<file path="config.mk">
export PLATFORM = sky130hd
export DESIGN_NAME = ball_motion_ctrl
export DESIGN_NICKNAME = d
export VERILOG_FILES = /design/src/rtl/pong_pkg.sv /design/src/rtl/ball_axis_step.sv /design/src/rtl/ball_motion_ctrl.sv
export SDC_FILE = /design/constraint.sdc
export NUM_CORES = 1
export LEC_CHECK = 0
export CAP_MARGIN = 25
export CORE_AREA = 3 3 88 90
export CTS_CLUSTER_DIAMETER = 60
export CTS_CLUSTER_SIZE = 8
export DETAILED_ROUTE_END_ITERATION = 16
export DIE_AREA = 0 0 91 93
export PLACE_DENSITY = 0.77
export SLEW_MARGIN = 40
export SYNTH_ARGS = -nofsm -noshare
export SYNTH_HDL_FRONTEND = slang
export SYNTH_SLANG_ARGS = --single-unit
export TNS_END_PERCENT = 30
</file>
<file path="constraint.sdc">
create_clock -name clk -period 9.4 [get_ports clk]
set_input_delay 0.94 -clock clk [delete_from_list [all_inputs] [get_ports clk]]
set_output_delay 0.94 -clock clk [all_outputs]
set_load 0.01 [all_outputs]
</file>
<file path="src/rtl/pong_pkg.sv">
// Shared Pong definitions: screen geometry, coordinate type and the ball FSM states.
package pong_pkg;

    localparam int SCREEN_W = 640;
    localparam int SCREEN_H = 480;
    localparam int WALL_T   = 16;

    // Signed working width for coordinate arithmetic; wide enough that
    // pos - step never wraps and pad_y + PAD_H never overflows.
    typedef logic signed [11:0] coord_t;

    typedef enum logic [1:0] {
        IDLE = 2'd0,
        MOVE = 2'd1,
        MISS = 2'd2
    } state_t;

    function automatic coord_t to_coord(input int v);
        return coord_t'(v);
    endfunction

endpackage

</file>
<file path="src/rtl/ball_axis_step.sv">
// One-axis clamp/reflect unit: advances pos by step in the current direction
// and reflects off the lo/hi limits (hi is compared against the far edge).
module ball_axis_step
    import pong_pkg::*;
(
    input  logic signed [11:0] pos,
    input  logic               dir,       // 1 = increasing coordinate
    input  logic signed [11:0] step,
    input  logic signed [11:0] lo,
    input  logic signed [11:0] hi,
    input  logic signed [11:0] size,
    output logic signed [11:0] moved_pos, // unclamped pos +/- step
    output logic signed [11:0] next_pos,
    output logic               next_dir,
    output logic               hit_lo,
    output logic               hit_hi
);

    // Move, then clamp and reflect if the new position touches a limit.
    always_comb begin
        moved_pos = dir ? (pos + step) : (pos - step);
        next_pos  = moved_pos;
        next_dir  = dir;
        hit_lo    = 1'b0;
        hit_hi    = 1'b0;
        if (!dir && (moved_pos <= lo)) begin
            next_pos = lo;
            next_dir = 1'b1;
            hit_lo   = 1'b1;
        end else if (dir && ((moved_pos + size) >= hi)) begin
            next_pos = hi - size;
            next_dir = 1'b0;
            hit_hi   = 1'b1;
        end
    end

endmodule

</file>
<file path="src/rtl/ball_motion_ctrl.sv">
// Frame-synchronous Pong ball controller: owns position/direction, bounces off
// walls and paddles once per enabled frame_tick, and flags hits and misses.
module ball_motion_ctrl
    import pong_pkg::*;
#(
    parameter int X0          = 316,
    parameter int Y0          = 236,
    parameter int BALL_W      = 8,
    parameter int BALL_H      = 8,
    parameter int STEP        = 4,
    parameter int TOP_BOUND   = WALL_T,
    parameter int BOT_BOUND   = SCREEN_H - WALL_T,
    parameter int LEFT_BOUND  = 24,
    parameter int RIGHT_BOUND = 616,
    parameter int PAD_H       = 64,
    parameter int MISS_FRAMES = 60
) (
    input  logic        clk,
    input  logic        reset,
    input  logic        enb,
    input  logic        frame_tick,
    input  logic        serve,
    input  logic        serve_right,
    input  logic        serve_down,
    input  logic [9:0]  left_pad_y,
    input  logic [9:0]  right_pad_y,
    output logic [10:0] xpos,
    output logic [9:0]  ypos,
    output logic        dir_x,
    output logic        dir_y,
    output logic        hit,
    output logic        miss_left,
    output logic        miss_right,
    output logic        busy,
    output logic [1:0]  state_dbg
);

    state_t      state_q, state_d;
    logic [10:0] xpos_q, xpos_d;
    logic [9:0]  ypos_q, ypos_d;
    logic        dir_x_q, dir_x_d;
    logic        dir_y_q, dir_y_d;
    logic        hit_q, hit_d;
    logic        miss_left_q, miss_left_d;
    logic        miss_right_q, miss_right_d;
    logic [7:0]  miss_cnt_q, miss_cnt_d;

    logic signed [11:0] x_cur, y_cur, pad_cur;
    logic signed [11:0] x_moved, x_next, y_moved, y_next;
    logic               x_ndir, y_ndir;
    logic               x_hit_lo, x_hit_hi, y_hit_lo, y_hit_hi;
    logic               overlap, advance;

    assign x_cur   = $signed({1'b0, xpos_q});
    assign y_cur   = $signed({2'b00, ypos_q});
    assign advance = enb && frame_tick;

    // Only the paddle the ball is heading toward matters; the overlap uses the
    // pre-update ypos so a simultaneous wall clamp cannot turn a hit into a miss.
    assign pad_cur = $signed({2'b00, (dir_x_q ? right_pad_y : left_pad_y)});
    assign overlap = (pad_cur < (y_cur + to_coord(BALL_H))) &&
                     ((pad_cur + to_coord(PAD_H)) > y_cur);

    ball_axis_step u_x_step (
        .pos       (x_cur),
        .dir       (dir_x_q),
        .step      (to_coord(STEP)),
        .lo        (to_coord(LEFT_BOUND)),
        .hi        (to_coord(RIGHT_BOUND)),
        .size      (to_coord(BALL_W)),
        .moved_pos (x_moved),
        .next_pos  (x_next),
        .next_dir  (x_ndir),
        .hit_lo    (x_hit_lo),
        .hit_hi    (x_hit_hi)
    );

    ball_axis_step u_y_step (
        .pos       (y_cur),
        .dir       (dir_y_q),
        .step      (to_coord(STEP)),
        .lo        (to_coord(TOP_BOUND)),
        .hi        (to_coord(BOT_BOUND)),
        .size      (to_coord(BALL_H)),
        .moved_pos (y_moved),
        .next_pos  (y_next),
        .next_dir  (y_ndir),
        .hit_lo    (y_hit_lo),
        .hit_hi    (y_hit_hi)
    );

    // Next-state and next-position logic for IDLE / MOVE / MISS.
    always_comb begin
        state_d      = state_q;
        xpos_d       = xpos_q;
        ypos_d       = ypos_q;
        dir_x_d      = dir_x_q;
        dir_y_d      = dir_y_q;
        hit_d        = 1'b0;
        miss_left_d  = 1'b0;
        miss_right_d = 1'b0;
        miss_cnt_d   = miss_cnt_q;
        case (state_q)
            IDLE: begin
                xpos_d = 11'(X0);
                ypos_d = 10'(Y0);
                if (serve) begin
                    dir_x_d = serve_right;
                    dir_y_d = serve_down;
                    state_d = MOVE;
                end
            end
            MOVE: begin
                if (advance) begin
                    ypos_d  = y_next[9:0];
                    dir_y_d = y_ndir;
                    if (x_hit_lo || x_hit_hi) begin
                        if (overlap) begin
                            xpos_d  = x_next[10:0];
                            dir_x_d = x_ndir;
                            hit_d   = 1'b1;
                        end else begin
                            // Ball slips past the paddle face and freezes there.
                            xpos_d       = x_moved[10:0];
                            miss_left_d  = x_hit_lo;
                            miss_right_d = x_hit_hi;
                            state_d      = MISS;
                        end
                    end else begin
                        xpos_d = x_next[10:0];
                    end
                end
            end
            MISS: begin
                if (advance) begin
                    if (miss_cnt_q == 8'(MISS_FRAMES - 1)) begin
                        miss_cnt_d = 8'd0;
                        xpos_d     = 11'(X0);
                        ypos_d     = 10'(Y0);
                        state_d    = IDLE;
                    end else begin
                        miss_cnt_d = miss_cnt_q + 8'd1;
                    end
                end
            end
            default: state_d = IDLE;
        endcase
    end

    // State and output registers; reset aborts any rally immediately.
    always_ff @(posedge clk or posedge reset) begin
        if (reset) begin
            state_q      <= IDLE;
            xpos_q       <= 11'(X0);
            ypos_q       <= 10'(Y0);
            dir_x_q      <= 1'b1;
            dir_y_q      <= 1'b1;
            hit_q        <= 1'b0;
            miss_left_q  <= 1'b0;
            miss_right_q <= 1'b0;
            miss_cnt_q   <= 8'd0;
        end else begin
            state_q      <= state_d;
            xpos_q       <= xpos_d;
            ypos_q       <= ypos_d;
            dir_x_q      <= dir_x_d;
            dir_y_q      <= dir_y_d;
            hit_q        <= hit_d;
            miss_left_q  <= miss_left_d;
            miss_right_q <= miss_right_d;
            miss_cnt_q   <= miss_cnt_d;
        end
    end

    assign xpos       = xpos_q;
    assign ypos       = ypos_q;
    assign dir_x      = dir_x_q;
    assign dir_y      = dir_y_q;
    assign hit        = hit_q;
    assign miss_left  = miss_left_q;
    assign miss_right = miss_right_q;
    assign busy       = (state_q != IDLE);
    assign state_dbg  = state_q;

endmodule

</file>
==> impl_summary.md, run 1 <==
Run status
The flow ran to the end, and the final reports show no timing, DRC or antenna violations.

Logic synthesis
The share of flip-flops with an asynchronous set or reset is 100%. The top cell type's share of synthesized area is ~17%. The synthesized design contains 0 enable-type register cells. After synthesis, the cell types taking the most area are sky130_fd_sc_hd__dfrtp_1 17%, sky130_fd_sc_hd__ha_1 13%, sky130_fd_sc_hd__dfstp_2 9.9%. The largest total area in the synthesized netlist belongs to sky130_fd_sc_hd__dfrtp_1.

The count of distinct cell types in the synthesized netlist is 61. The average cell area after synthesis is roughly 8.6 sq um. For this run, the number of Yosys warnings is 0.

In the synthesized netlist, the cells that appear most often are 39 x sky130_fd_sc_hd__nor2_1, 34 x sky130_fd_sc_hd__ha_1, 24 x sky130_fd_sc_hd__inv_1, 23 x sky130_fd_sc_hd__nand2_1, 22 x sky130_fd_sc_hd__dfrtp_1. The total of flip-flops plus latches after synthesis is 34. Among all cell types in the netlist, the one instantiated most often is sky130_fd_sc_hd__nor2_1. The prevailing post-synth register cell is sky130_fd_sc_hd__dfrtp_1. After synthesis, flip-flops and latches occupy a little over a quarter of the total area.

The post-synthesis instance total is between 300 and 400. The netlist area before placement is between 0.003 and 0.004 sq mm.

Floorplan
The starting density of the core is 44.5%. The full die area is approximately 0.0085 sq mm. 56 I/O pins were placed.

The core region is 0.00714 sq mm. The die is a little over 90 microns tall. The number of rows created at floorplan is 31. The floorplan step set the die width to 91 microns.

Layout
The count of nets after finishing is 484. Compared with the post-synthesis result, the final layout area differs by 22.7%. Of the cells placed in the final design, the portion with a size suffix greater than 1 is under 10%. The total of fill cells in the finished design is ~670.

The antenna diode count is 0.

Critical path
The kind of end point of the critical path is a register. In this design, the stage delay of the slowest critical-path cell is 0.75 ns. For the worst setup path, the data required time is around 9.6 ns. The capture point of the worst reg-to-reg path is xpos[10]. The biggest fanout along the worst timing path is 15.

The signal on the critical path passes through inv_1, ha_1, a211oi_2, nor2_1, xor2_1, nor4_1, nand4_1, a21boi_0, inv_1, o31ai_1, a22o_1. The setup path with the least slack is of type register to register. The setup slack on the worst flop-to-flop path is between 5 and 6 ns. The path depth of the worst reg2reg path is 11. The launching point of the worst reg2reg path is dir_x. The cell that appears most often on the critical path is sky130_fd_sc_hd__inv_1. The kind of start point of the critical path is a register. The buffer and inverter count on the worst path is 2. The data arrival time at the worst-slack endpoint is between 4 and 5 ns.

For this design, the slowest cell found on the critical path is sky130_fd_sc_hd__dfstp_2. In this design, the largest share of critical-path delay is due to compound AO/OA/AOI/OAI gates.

Place
Routability-driven placement finished with a final weighted congestion of 0.916. The post-DP HPWL is roughly 6 mm. Port buffering added between 50 and 60 buffers.

Timing
The final count of hold timing violations is 0. The shortest period the worst path allows is between 3 and 4 ns. The final setup skew is approximately 0.0038 ns.

Setup repair after global routing left no endpoint under its margin. The post-route fraction of the period consumed by the critical path is 42.0%. The maximum clock frequency is 253 MHz.

The transition time of the tightest slew-check pin is ~0.78 ns. The tightest slew margin relative to the limit is 47.8%. The number of max-slew violations in the final report is 0. The final total negative setup slack is 0 ns. Setup violations remaining at the end of the flow were counted as 0. The final hold slack is about 0.49 ns.

Clocking
Post-CTS timing repair inserted 0 buffers for setup. The H-tree was split into 2 levels. For this design, the CTS-stage hold fixing added 0 buffers. The longest clock path from root to sink contains 2 buffers. The insertion delay to the later sink of the worst-skew pair is around 0.28 ns. After clock tree synthesis, the clock-pin slew on the worst setup and hold paths is around 0.070 ns. In this run, CTS created clock tree buffers numbering 5. The clock sink count is 34. TritonCTS built the clock tree.

The count of cells resized by post-cts repair is 0. The tree is rooted in a sky130_fd_sc_hd__clkbuf_8.

Min path
The number of stages on the worst hold path is 1. The worst hold path startpoint is miss_cnt_q[7]. The tightest min-delay check is of the register to register type.

The endpoint with the worst hold slack is miss_cnt_q[7].

Global routing
The via count of the first global-routing pass was ~2.8k. The first global-routing pass estimated 13.3 mm of wire. The initial antenna violation count was 0. The global-route usage over all layers is a little under a fifth. The largest net degree at the start of global routing is 35.

Summed over all layers, the global routing overflow is 0.

Routing
The routed wirelength normalized by instance count is ~15 microns. The detail route stage leaves a number of antenna-violating nets equal to 0. After detailed routing, the number of vias per cell comes to 5.69. The number of violations reported at the end of detailed-routing iteration 0 is between 150 and 200. Summed over all layers, the routed wires come to 7.76 mm.

Across all layers, the routed design uses between 2k and 3k vias. After detailed routing, the number of remaining DRC violations is 0. The first detailed-routing pass ran for 4 iterations.

Pwr
The worst-case IR drop observed on VDD is 0.117 mV. Dividing total power by cell area gives a power density of about 370 mW/mm^2. In this run the static leakage power is 1.66 nW.

Job
Max-cap violations in this run came to 0.
[worst max path at each step]
stage	cells past startpoint	startpoint	endpoint	slack (ns)
floorplan	12	dir_x	xpos[2]	5.63
global placement	12	left_pad_y[7]	xpos[2]	5.54
detailed placement	12	right_pad_y[7]	xpos[2]	5.36
CTS	11	dir_x	xpos[2]	5.46
global route	11	dir_x	xpos[10]	5.12
finish	11	dir_x	xpos[10]	5.45
[worst register-to-register path, stage by stage, from the launching register on]
cell and delay [ns]:
sky130_fd_sc_hd__dfstp_2 0.75, sky130_fd_sc_hd__inv_1 0.29, sky130_fd_sc_hd__ha_1 0.38, sky130_fd_sc_hd__a211oi_2 0.30
sky130_fd_sc_hd__nor2_1 0.11, sky130_fd_sc_hd__xor2_1 0.40, sky130_fd_sc_hd__nor4_1 0.13, sky130_fd_sc_hd__nand4_1 0.11
sky130_fd_sc_hd__a21boi_0 0.64, sky130_fd_sc_hd__inv_1 0.17, sky130_fd_sc_hd__o31ai_1 0.40, sky130_fd_sc_hd__a22o_1 0.20
[state kept, by name, indices dropped and copies added (netlist names)]
signal      count
dir_x           1
dir_y           1
hit             1
miss_cnt_q      8
miss_left       1
miss_right      1
state_dbg       2
xpos           11
ypos            8
[metal layers]
metal / part of all wire [%] / vias up / GRT usage (%) / wire (microns)
met5: 0 / - / 0 / 0
met4: 1.3 / 0 / 4.65 / 100
met3: 4.1 / 12 / 3.06 / 316
met2: 47 / 65 / 30.3 / 3640
met1: 48 / 1424 / 26.2 / 3700
li1: - / 1467 / - / -
[kinds of logic (layout without fill, tap and decap cells)]
kind of cell / count (synthesis) / in the layout / share of synthesized area [%]
XOR/XNOR: 25 / 25 / 6.90
adder cells (fa/ha/maj): 35 / 35 / 14.0
buffers and inverters: 36 / 87 / 4.49
AO/OA/AOI/OAI: 95 / 95 / 21.8
other: 1 / 2 / 0.118
flip-flops: 34 / 34 / 27.3
multiplexers: 14 / 14 / 4.73
AND/OR/NAND/NOR: 131 / 131 / 20.7
[layout by cell type (no fill, tap or decap), types with 3 or more instances in the layout]
cell	netlist	layout
sky130_fd_sc_hd__or2_2	4	4
sky130_fd_sc_hd__a31oi_1	5	5
sky130_fd_sc_hd__o22ai_1	3	3
sky130_fd_sc_hd__nor2_1	39	39
sky130_fd_sc_hd__nand3_1	19	19
sky130_fd_sc_hd__o221ai_1	3	3
sky130_fd_sc_hd__o31ai_1	4	4
sky130_fd_sc_hd__a21oi_1	20	20
sky130_fd_sc_hd__nand2_1	23	23
sky130_fd_sc_hd__nand2b_1	3	3
sky130_fd_sc_hd__nand4_1	9	9
sky130_fd_sc_hd__mux2i_1	6	6
sky130_fd_sc_hd__nor4_1	3	3
sky130_fd_sc_hd__and2_1	4	4
sky130_fd_sc_hd__dfstp_2	12	12
sky130_fd_sc_hd__clkdlybuf4s50_1	0	53
sky130_fd_sc_hd__nor3_1	10	10
sky130_fd_sc_hd__and3_1	3	3
sky130_fd_sc_hd__inv_1	24	24
sky130_fd_sc_hd__mux2_2	8	8
sky130_fd_sc_hd__o31a_1	3	3
sky130_fd_sc_hd__o311a_1	4	4
sky130_fd_sc_hd__a21o_1	6	6
sky130_fd_sc_hd__a211o_1	3	3
sky130_fd_sc_hd__clkbuf_8	0	6
sky130_fd_sc_hd__o21ai_0	14	14
sky130_fd_sc_hd__dfrtp_1	22	22
sky130_fd_sc_hd__a211oi_1	3	3
sky130_fd_sc_hd__ha_1	34	34
sky130_fd_sc_hd__xnor2_1	21	21
sky130_fd_sc_hd__xor2_1	4	4
sky130_fd_sc_hd__nor2b_1	5	5
[power by group]
part	total, mW	switching, mW	internal [mW]
logic	1.07	0.607	0.462
clock network	0.111	0.0518	0.0588
registers	0.275	0.0717	0.203
[per-stage QoR]
step	instance area [sq um]	utilization [%]	power, mW	setup slack, ns	instances
after floorplan	3180	-	1.06	5.63	372
after global placement	3790	53.2	1.30	5.54	514
after detailed placement	3790	53.2	1.33	5.36	514
after CTS	3890	54.5	1.45	5.46	522
after global routing	3900	54.6	1.60	5.12	522
final	3900	54.6	1.45	5.45	522
[area by class of cell]
cell class,instances,area (sq um),area share [%]
multi-input combinational,302,2180,55.8
tap,99,124,3.18
clock inverter,2,12.5,0.321
timing repair buffer,55,546,14.0
inverter,24,90.1,2.31
clock buffer,6,82.6,2.12
sequential,34,866,22.2
Note: power is estimated with default switching activity, not from simulation.
==> inputs of run 2 (changes only) <==
Settings changed: PLACE_DENSITY 0.77 to 0.8.
Clock period 9.4 ns to 3.25 ns, I/O delays scaled along.
==> run 2 against run 1 <==
Net effect:
- the flow now finishes with violations (negative setup slack)
- flip-flop and latch count stayed put
- via count rose by 9.6%
- sequential share of layout area decreased by 3.0 points
- hold slack got worse by 0.088 ns
- global-route usage up 3.1 points
- routed wire length grew 21%
- largest cell class unchanged
==> impl_summary.md, run 2 (synthesis gave the netlist of run 1 again) <==
Run status
The flow ran to the end, but the final reports show violations. The final reports fail on negative setup slack.

Clocking
The H-tree depth reported by CTS is 2 (unchanged). The number of buffers added to fix hold violations after cts is 0 (unchanged). The maximum buffer depth of the clock tree is 2 (unchanged). The clock transition time at the flip-flop clock pins of the worst setup and hold paths came to 0.08 ns (about the same). The clock buffer count from CTS came to 5 (unchanged).

The clock tree from TritonCTS is built. The insertion delay to the later sink of the worst-skew pair was 0.30 ns (+0.02 ns). The clock sink count is 34 (unchanged). The root buffer cell is sky130_fd_sc_hd__clkbuf_8.

Critical path
The capture point of the worst reg-to-reg path is xpos[6]. The path depth of the worst reg2reg path is 12 (+1). The biggest fanout along the worst timing path is 7 (-8). The data arrival time at the worst-slack endpoint came to 3.65 ns (-0.52 ns). The worst setup path is of the register to register kind. The launch point of the critical path is dir_x. The worst setup path is launched from a register. The setup slack on the worst flop-to-flop path was -0.17 ns (-5.62 ns). The required time of the critical path came to 3.48 ns (-6.14 ns).

The worst setup path is captured at a register. In this run the critical register-to-register path is launched from dir_x. In this run the worst setup path terminates at xpos[6].

Timing
The final total negative setup slack is -1.79 ns (-1.79 ns). The number of max-slew violations in the final report is 0 (unchanged). The transition time of the tightest slew-check pin is 0.553 ns (-0.222 ns). The post-route fraction of the period consumed by the critical path is 105% (+63 points). The maximum clock frequency is 292 MHz (+15%).

The shortest period the worst path allows is 3.42 ns (-0.528 ns). The post-route worst setup slack is -0.171 ns (-5.62 ns). The final count of hold timing violations is 0 (unchanged). The tightest slew margin relative to the limit is 63.1% (+15 points). The count of endpoints failing setup in the final report is 13 (+13). Setup repair after global routing could not meet its margin everywhere. The final setup skew is 0.00865 ns (+0.00480 ns).

Layout
The post-route cell area is 0.00450 sq mm (+16%). The flip-flop count of the largest register, all copies and words added came to 11 (unchanged). Leaving out fill and tap cells, the most frequent cells in the layout are 53 x sky130_fd_sc_hd__clkdlybuf4s50_1, 43 x sky130_fd_sc_hd__buf_4, 36 x sky130_fd_sc_hd__nor2_1.

The count of nets after finishing is 526 (+8.7%). The most common library cell in the layout ignoring fill and taps is sky130_fd_sc_hd__clkdlybuf4s50_1. Relative to the synthesized area, the layout overhead comes to 41.9%. The antenna diode count is 0 (unchanged).

The layout cell share with drive strength beyond 1 came to 25.4% (+16 points). The total of fill cells in the finished design is 602 (-9.6%).

Place
The post-place setup slack is -0.176 ns (-5.54 ns). The final weighted congestion in routability-driven placement came to 0.943 (+3.0%). The total of buffers placed on input and output ports was 53 (unchanged). The post-DP HPWL came to 6.81 mm (+11%).

The area after detailed placement is 0.00406 sq mm (+6.9%).

Global routing
The via count of the first global-routing pass was 3101 (+10%). The initial antenna violation count is 0 (unchanged). The largest net degree at the start of global routing is 27 (-23%).

The global routing met1 resource utilization is 27.8% (+1.6 points). The met2 demand-to-capacity share in global routing came to 37.0% (+6.7 points). The first-pass GRT wire length is 15.0 mm (+13%). The most congested layer reported by global routing is met2. The global-route usage over all layers is 21.8% (+3.1 points). The met3 track utilization from global routing is 3.38% (+0.32 points). The total grt overflow is 0 (unchanged).

Floorplan
The number of rows created at floorplan was 31 (unchanged). The number of placed I/O pins was 56 (unchanged). The starting density of the core came to 44.5% (unchanged). The full die area was 0.00846 sq mm (unchanged). The floorplan core area is 0.00714 sq mm (unchanged). The width of the chip is 91 microns (unchanged). The height of the chip is 93 microns (unchanged).

Routing
The routed wirelength normalized by instance count is 16.7 microns (+12%). The via count is 3254 (+9.6%). The first-pass iteration count of the detailed router came to 5 (+1). The total DRC errors in the routed layout is 0 (unchanged). The post-detailed-route via-to-cell ratio is 5.77 (+1.5%). The number of violations reported at the end of detailed-routing iteration 0 is 227 (+46%). The final antenna-violating net count is 0 (unchanged). The overall routed net length came to 9.40 mm (+21%).

Pwr
The power consumption is 5.77 mW (+300%). The areal power density over the cells is 1280 mW/mm^2 (+240%). The maximum VDD drop is 0.511 mV (+340%). The leakage power came to 1.90 nW (+15%).

Job
The number of violations of the max-capacitance limit is 0 (unchanged).

Min path
The min-delay analysis places its worst path in the category primary input to async pin.
run 2: area by class of cell:
class / count / area [sq um] / area share [%]
clock buffers: 6 / 72.6 / 1.61
clock inverters: 2 / 37.5 / 0.833
inverters: 24 / 93.8 / 2.08
multi-input cells: 302 / 2450 / 54.3
flip-flops and latches: 34 / 866 / 19.2
well taps: 99 / 124 / 2.75
repair buffers: 97 / 865 / 19.2
run 2: power breakdown:
| group | switching, mW | internal (mW) |
|---|---|---|
| registers | 0.174 | 0.587 |
| clock network | 0.167 | 0.229 |
| logic | 2.32 | 2.30 |
run 2: repair_timing:
item,in CTS,in global routing
buffers inserted,4,6
pin swaps,6,17
gates resized for setup,7,38
setup endpoints to repair,15,20
run 2: how the worst min path moves through the flow:
stage                        startpoint             to  slack [ns]  depth (start not counted)
final                             reset        xpos[7]        0.40                          2
after global routing              reset        ypos[9]        0.43                          2
after CTS                         reset        xpos[7]        0.42                          2
after detailed placement  miss_cnt_q[7]  miss_cnt_q[7]        0.47                          1
after global placement    miss_cnt_q[7]  miss_cnt_q[7]        0.46                          1
after floorplan             serve_right          dir_x        0.42                          2
run 2: stage by stage:
| step | hold slack, ns | util (%) | instances |
|---|---|---|---|
| floorplan | 0.422 | - | 372 |
| global placement | 0.462 | 56.9 | 546 |
| detailed placement | 0.471 | 56.9 | 546 |
| CTS | 0.417 | 59.5 | 558 |
| global route | 0.429 | 63.1 | 564 |
| finish | 0.399 | 63.1 | 564 |
run 2: routing by layer:
metal | share of wire (%) | vias to the layer above
met5 | 0 | -
met4 | 2.3 | 0
met3 | 5.7 | 20
met2 | 51 | 129
met1 | 41 | 1560
li1 | - | 1545
run 2: critical path, cell delays in order (launching register included):
cell	delay [ns]
sky130_fd_sc_hd__dfstp_2	0.56
sky130_fd_sc_hd__clkinvlp_4	0.21
sky130_fd_sc_hd__buf_6	0.21
sky130_fd_sc_hd__ha_2	0.31
sky130_fd_sc_hd__or3_1	0.39
sky130_fd_sc_hd__o32a_1	0.21
sky130_fd_sc_hd__nand2_2	0.17
sky130_fd_sc_hd__buf_4	0.13
sky130_fd_sc_hd__a21oi_1	0.05
sky130_fd_sc_hd__a211o_1	0.26
sky130_fd_sc_hd__a311oi_4	0.31
sky130_fd_sc_hd__nor3b_4	0.39
sky130_fd_sc_hd__a221o_1	0.16
==> inputs of run 3 (changes only) <==
Settings changed: CORE_AREA 3 3 88 90 to 2 2 87 89, DIE_AREA 0 0 91 93 to 0 0 89 91.
==> run 3 against run 2 <==
Net effect:
- the flow still finishes with violations (negative setup slack)
- non-clock buffer count fell by 3
- highest routed layer unchanged
- clock power decreased by 24%
- routed wire length fell by 6.0%
==> impl_summary.md, run 3 (synthesis gave the netlist of run 1 again) <==
Pwr
The areal power density over the cells is 1230 mW/mm^2 (-4.0%). The leakage power is 1.90 nW (-0.33%). The maximum VDD drop is 0.441 mV (-14%).

Floorplan
The number of rows created at floorplan is 31 (unchanged). The height of the chip is 91 microns (-2.2%). The floorplan core area is 0.00714 sq mm (unchanged).

The full die area is 0.00810 sq mm (-4.3%). The number of placed I/O pins was 56 (unchanged). The width of the chip is 89 microns (-2.2%). The starting density of the core is 44.5% (unchanged).

Layout
The layout cell share with drive strength beyond 1 is 22.3% (-3.1 points). In the layout the commonest cells are 53 x sky130_fd_sc_hd__clkdlybuf4s50_1, 39 x sky130_fd_sc_hd__buf_4, 38 x sky130_fd_sc_hd__nor2_1. The post-route cell area was 0.00441 sq mm (-2.1%).

The total of fill cells in the finished design is 619 (+2.8%). The synthesis-to-layout area growth is 39.0%. The post-route core utilization is 61.8% (-1.3 points). The antenna diode count is 0 (unchanged). The most common library cell in the layout ignoring fill and taps is sky130_fd_sc_hd__clkdlybuf4s50_1. The non-filler instance count after layout is 561 (-0.53%). The flip-flop count of the largest register, all copies and words added is 11 (unchanged). The count of nets after finishing is 523 (-0.57%).

Timing
The tightest slew margin relative to the limit came to 63.6% (+0.57 points). The post-route worst setup slack came to -0.173 ns (-0.00214 ns). Setup repair after global routing could not meet its margin everywhere. The final total negative setup slack came to -1.90 ns (-0.110 ns). The final setup skew is 0.00825 ns (-0.000400 ns). The maximum clock frequency is 292 MHz (about the same). The number of max-slew violations in the final report came to 0 (unchanged). The transition time of the tightest slew-check pin is 0.542 ns (-0.0116 ns). The final hold slack is 0.392 ns (-0.00695 ns). The post-route fraction of the period consumed by the critical path is 105% (about the same). The final count of hold timing violations is 0 (unchanged). The shortest period the worst path allows is 3.42 ns (+0.00214 ns). The count of endpoints failing setup in the final report is 16 (+3).

Critical path
The signal on the critical path passes through clkinvlp_4, ha_4, buf_4, xnor2_2, ha_1, a211o_1, a21o_1, a22oi_1, a21o_1, a211o_1, a311oi_4, nor3b_4, a221o_1. The peak per-stage delay on the critical path was 0.56 ns (about the same). The slowest cell on the critical path is sky130_fd_sc_hd__dfstp_2. The biggest fanout along the worst timing path was 7 (unchanged). The critical path in this run is classified as register to register. The kind of start point of the critical path is a register. The worst setup path is captured at a register. The required time of the critical path came to 3.47 ns (about the same). The data arrival time at the worst-slack endpoint is 3.65 ns (about the same).

Routing
The first-pass iteration count of the detailed router was 5 (unchanged). The overall routed net length came to 8.84 mm (-6.0%). The final antenna-violating net count is 0 (unchanged).

The post-detailed-route via-to-cell ratio was 5.77 (about the same). The via count is 3239 (-0.46%). The routed wirelength normalized by instance count is 15.7 microns (-5.5%). The total DRC errors in the routed layout is 0 (unchanged). The number of violations reported at the end of detailed-routing iteration 0 is 183 (-19%).

Global routing
The first-pass GRT wire length is 14.5 mm (-3.6%). The largest net degree at the start of global routing is 27 (unchanged). The via count of the first global-routing pass is 3128 (+0.87%). The initial antenna violation count is 0 (unchanged). The global-route usage over all layers was 22.2% (+0.47 points). The total grt overflow is 0 (unchanged).

Place
The final weighted congestion in routability-driven placement is 0.878 (-6.9%). The total of buffers placed on input and output ports is 53 (unchanged). The post-DP HPWL is 6.67 mm (-1.9%). The area after detailed placement was 0.00409 sq mm (+0.74%). The total placed cells including tap cells is 550 (+0.73%).

Clocking
The clock transition time at the flip-flop clock pins of the worst setup and hold paths was 0.07 ns (about the same). The maximum buffer depth of the clock tree is 2 (unchanged). The clock sink count is 34 (unchanged). The H-tree depth reported by CTS is 2 (unchanged). Clock tree synthesis selected as its root buffer the cell sky130_fd_sc_hd__clkbuf_8. The clock buffer count from CTS is 5 (unchanged). The number of buffers added to fix hold violations after cts is 0 (unchanged).

The insertion delay to the later sink of the worst-skew pair is 0.29 ns (about the same). The clock tree from TritonCTS is built.

Run status
The final reports fail on negative setup slack. The flow ran to the end, but the final reports show violations.

Min path
The tightest min-delay check is of the primary input to async pin type.

Job
The number of violations of the max-capacitance limit was 0 (unchanged).
## run 3: worst max-delay path, delay by kind of cell (launching register included)
kind / cells / cell delay (ns)
DFF: 1 / 0.56
adders and majority gates: 2 / 0.57
and+or+nand+nor: 1 / 0.42
buffers and inverters: 2 / 0.35
AOI/OAI and AO/OA: 7 / 1.33
xor gates and xnor gates: 1 / 0.14
## run 3: layout make-up
cell class              instances  area, sq um  share of cell area (%)
flip-flops and latches         34          866                    19.6
inverters                      24         93.8                    2.13
well taps                      99          124                    2.81
clock buffers                   6         72.6                    1.64
clock inverters                 2         10.0                   0.227
repair buffers                 94          846                    19.2
multi-input cells             302         2400                    54.4
## run 3: stage by stage
step | total power [mW] | setup WS, ns
6_report | 5.43 | -0.173
5_1_grt | 5.87 | -0.340
4_1_cts | 5.07 | -0.118
3_5_place_dp | 4.49 | -0.256
3_3_place_gp | 4.35 | -0.231
2_1_floorplan | 3.13 | -0.131
## run 3: final timing paths
path / from / endpoint / slack [ns] / depth (start not counted)
min reg2reg: miss_cnt_q[7] / miss_cnt_q[7] / 0.50 / 1
min: reset / miss_cnt_q[5] / 0.39 / 2
max: dir_x / xpos[9] / -0.17 / 13
max reg2reg: dir_x / xpos[9] / -0.17 / 13
min in group clk: miss_cnt_q[7] / miss_cnt_q[7] / 0.50 / 1
max in group asynchronous: reset / xpos[5] / 2.27 / 3
## run 3: routing by layer
layer	up-vias	wire, microns	track usage (%)
met5	-	0	0
met4	0	121	6.34
met3	11	480	3.82
met2	125	4330	36.2
met1	1551	3910	30.1
li1	1552	-	-
## run 3: report_power, final
part           internal [mW]  leakage [nW]  switching, mW
clock network          0.148        0.0450          0.153
registers              0.586         0.425          0.155
logic                   2.13          1.43           2.25
total                   2.86          1.90           2.56
## run 3: repair_timing
action | CTS | global route
setup endpoints to repair | 16 | 20
pin swaps | 8 | 13
buffers inserted | 3 | 0
resized for setup | 12 | 18
gates cloned | 0 | 0
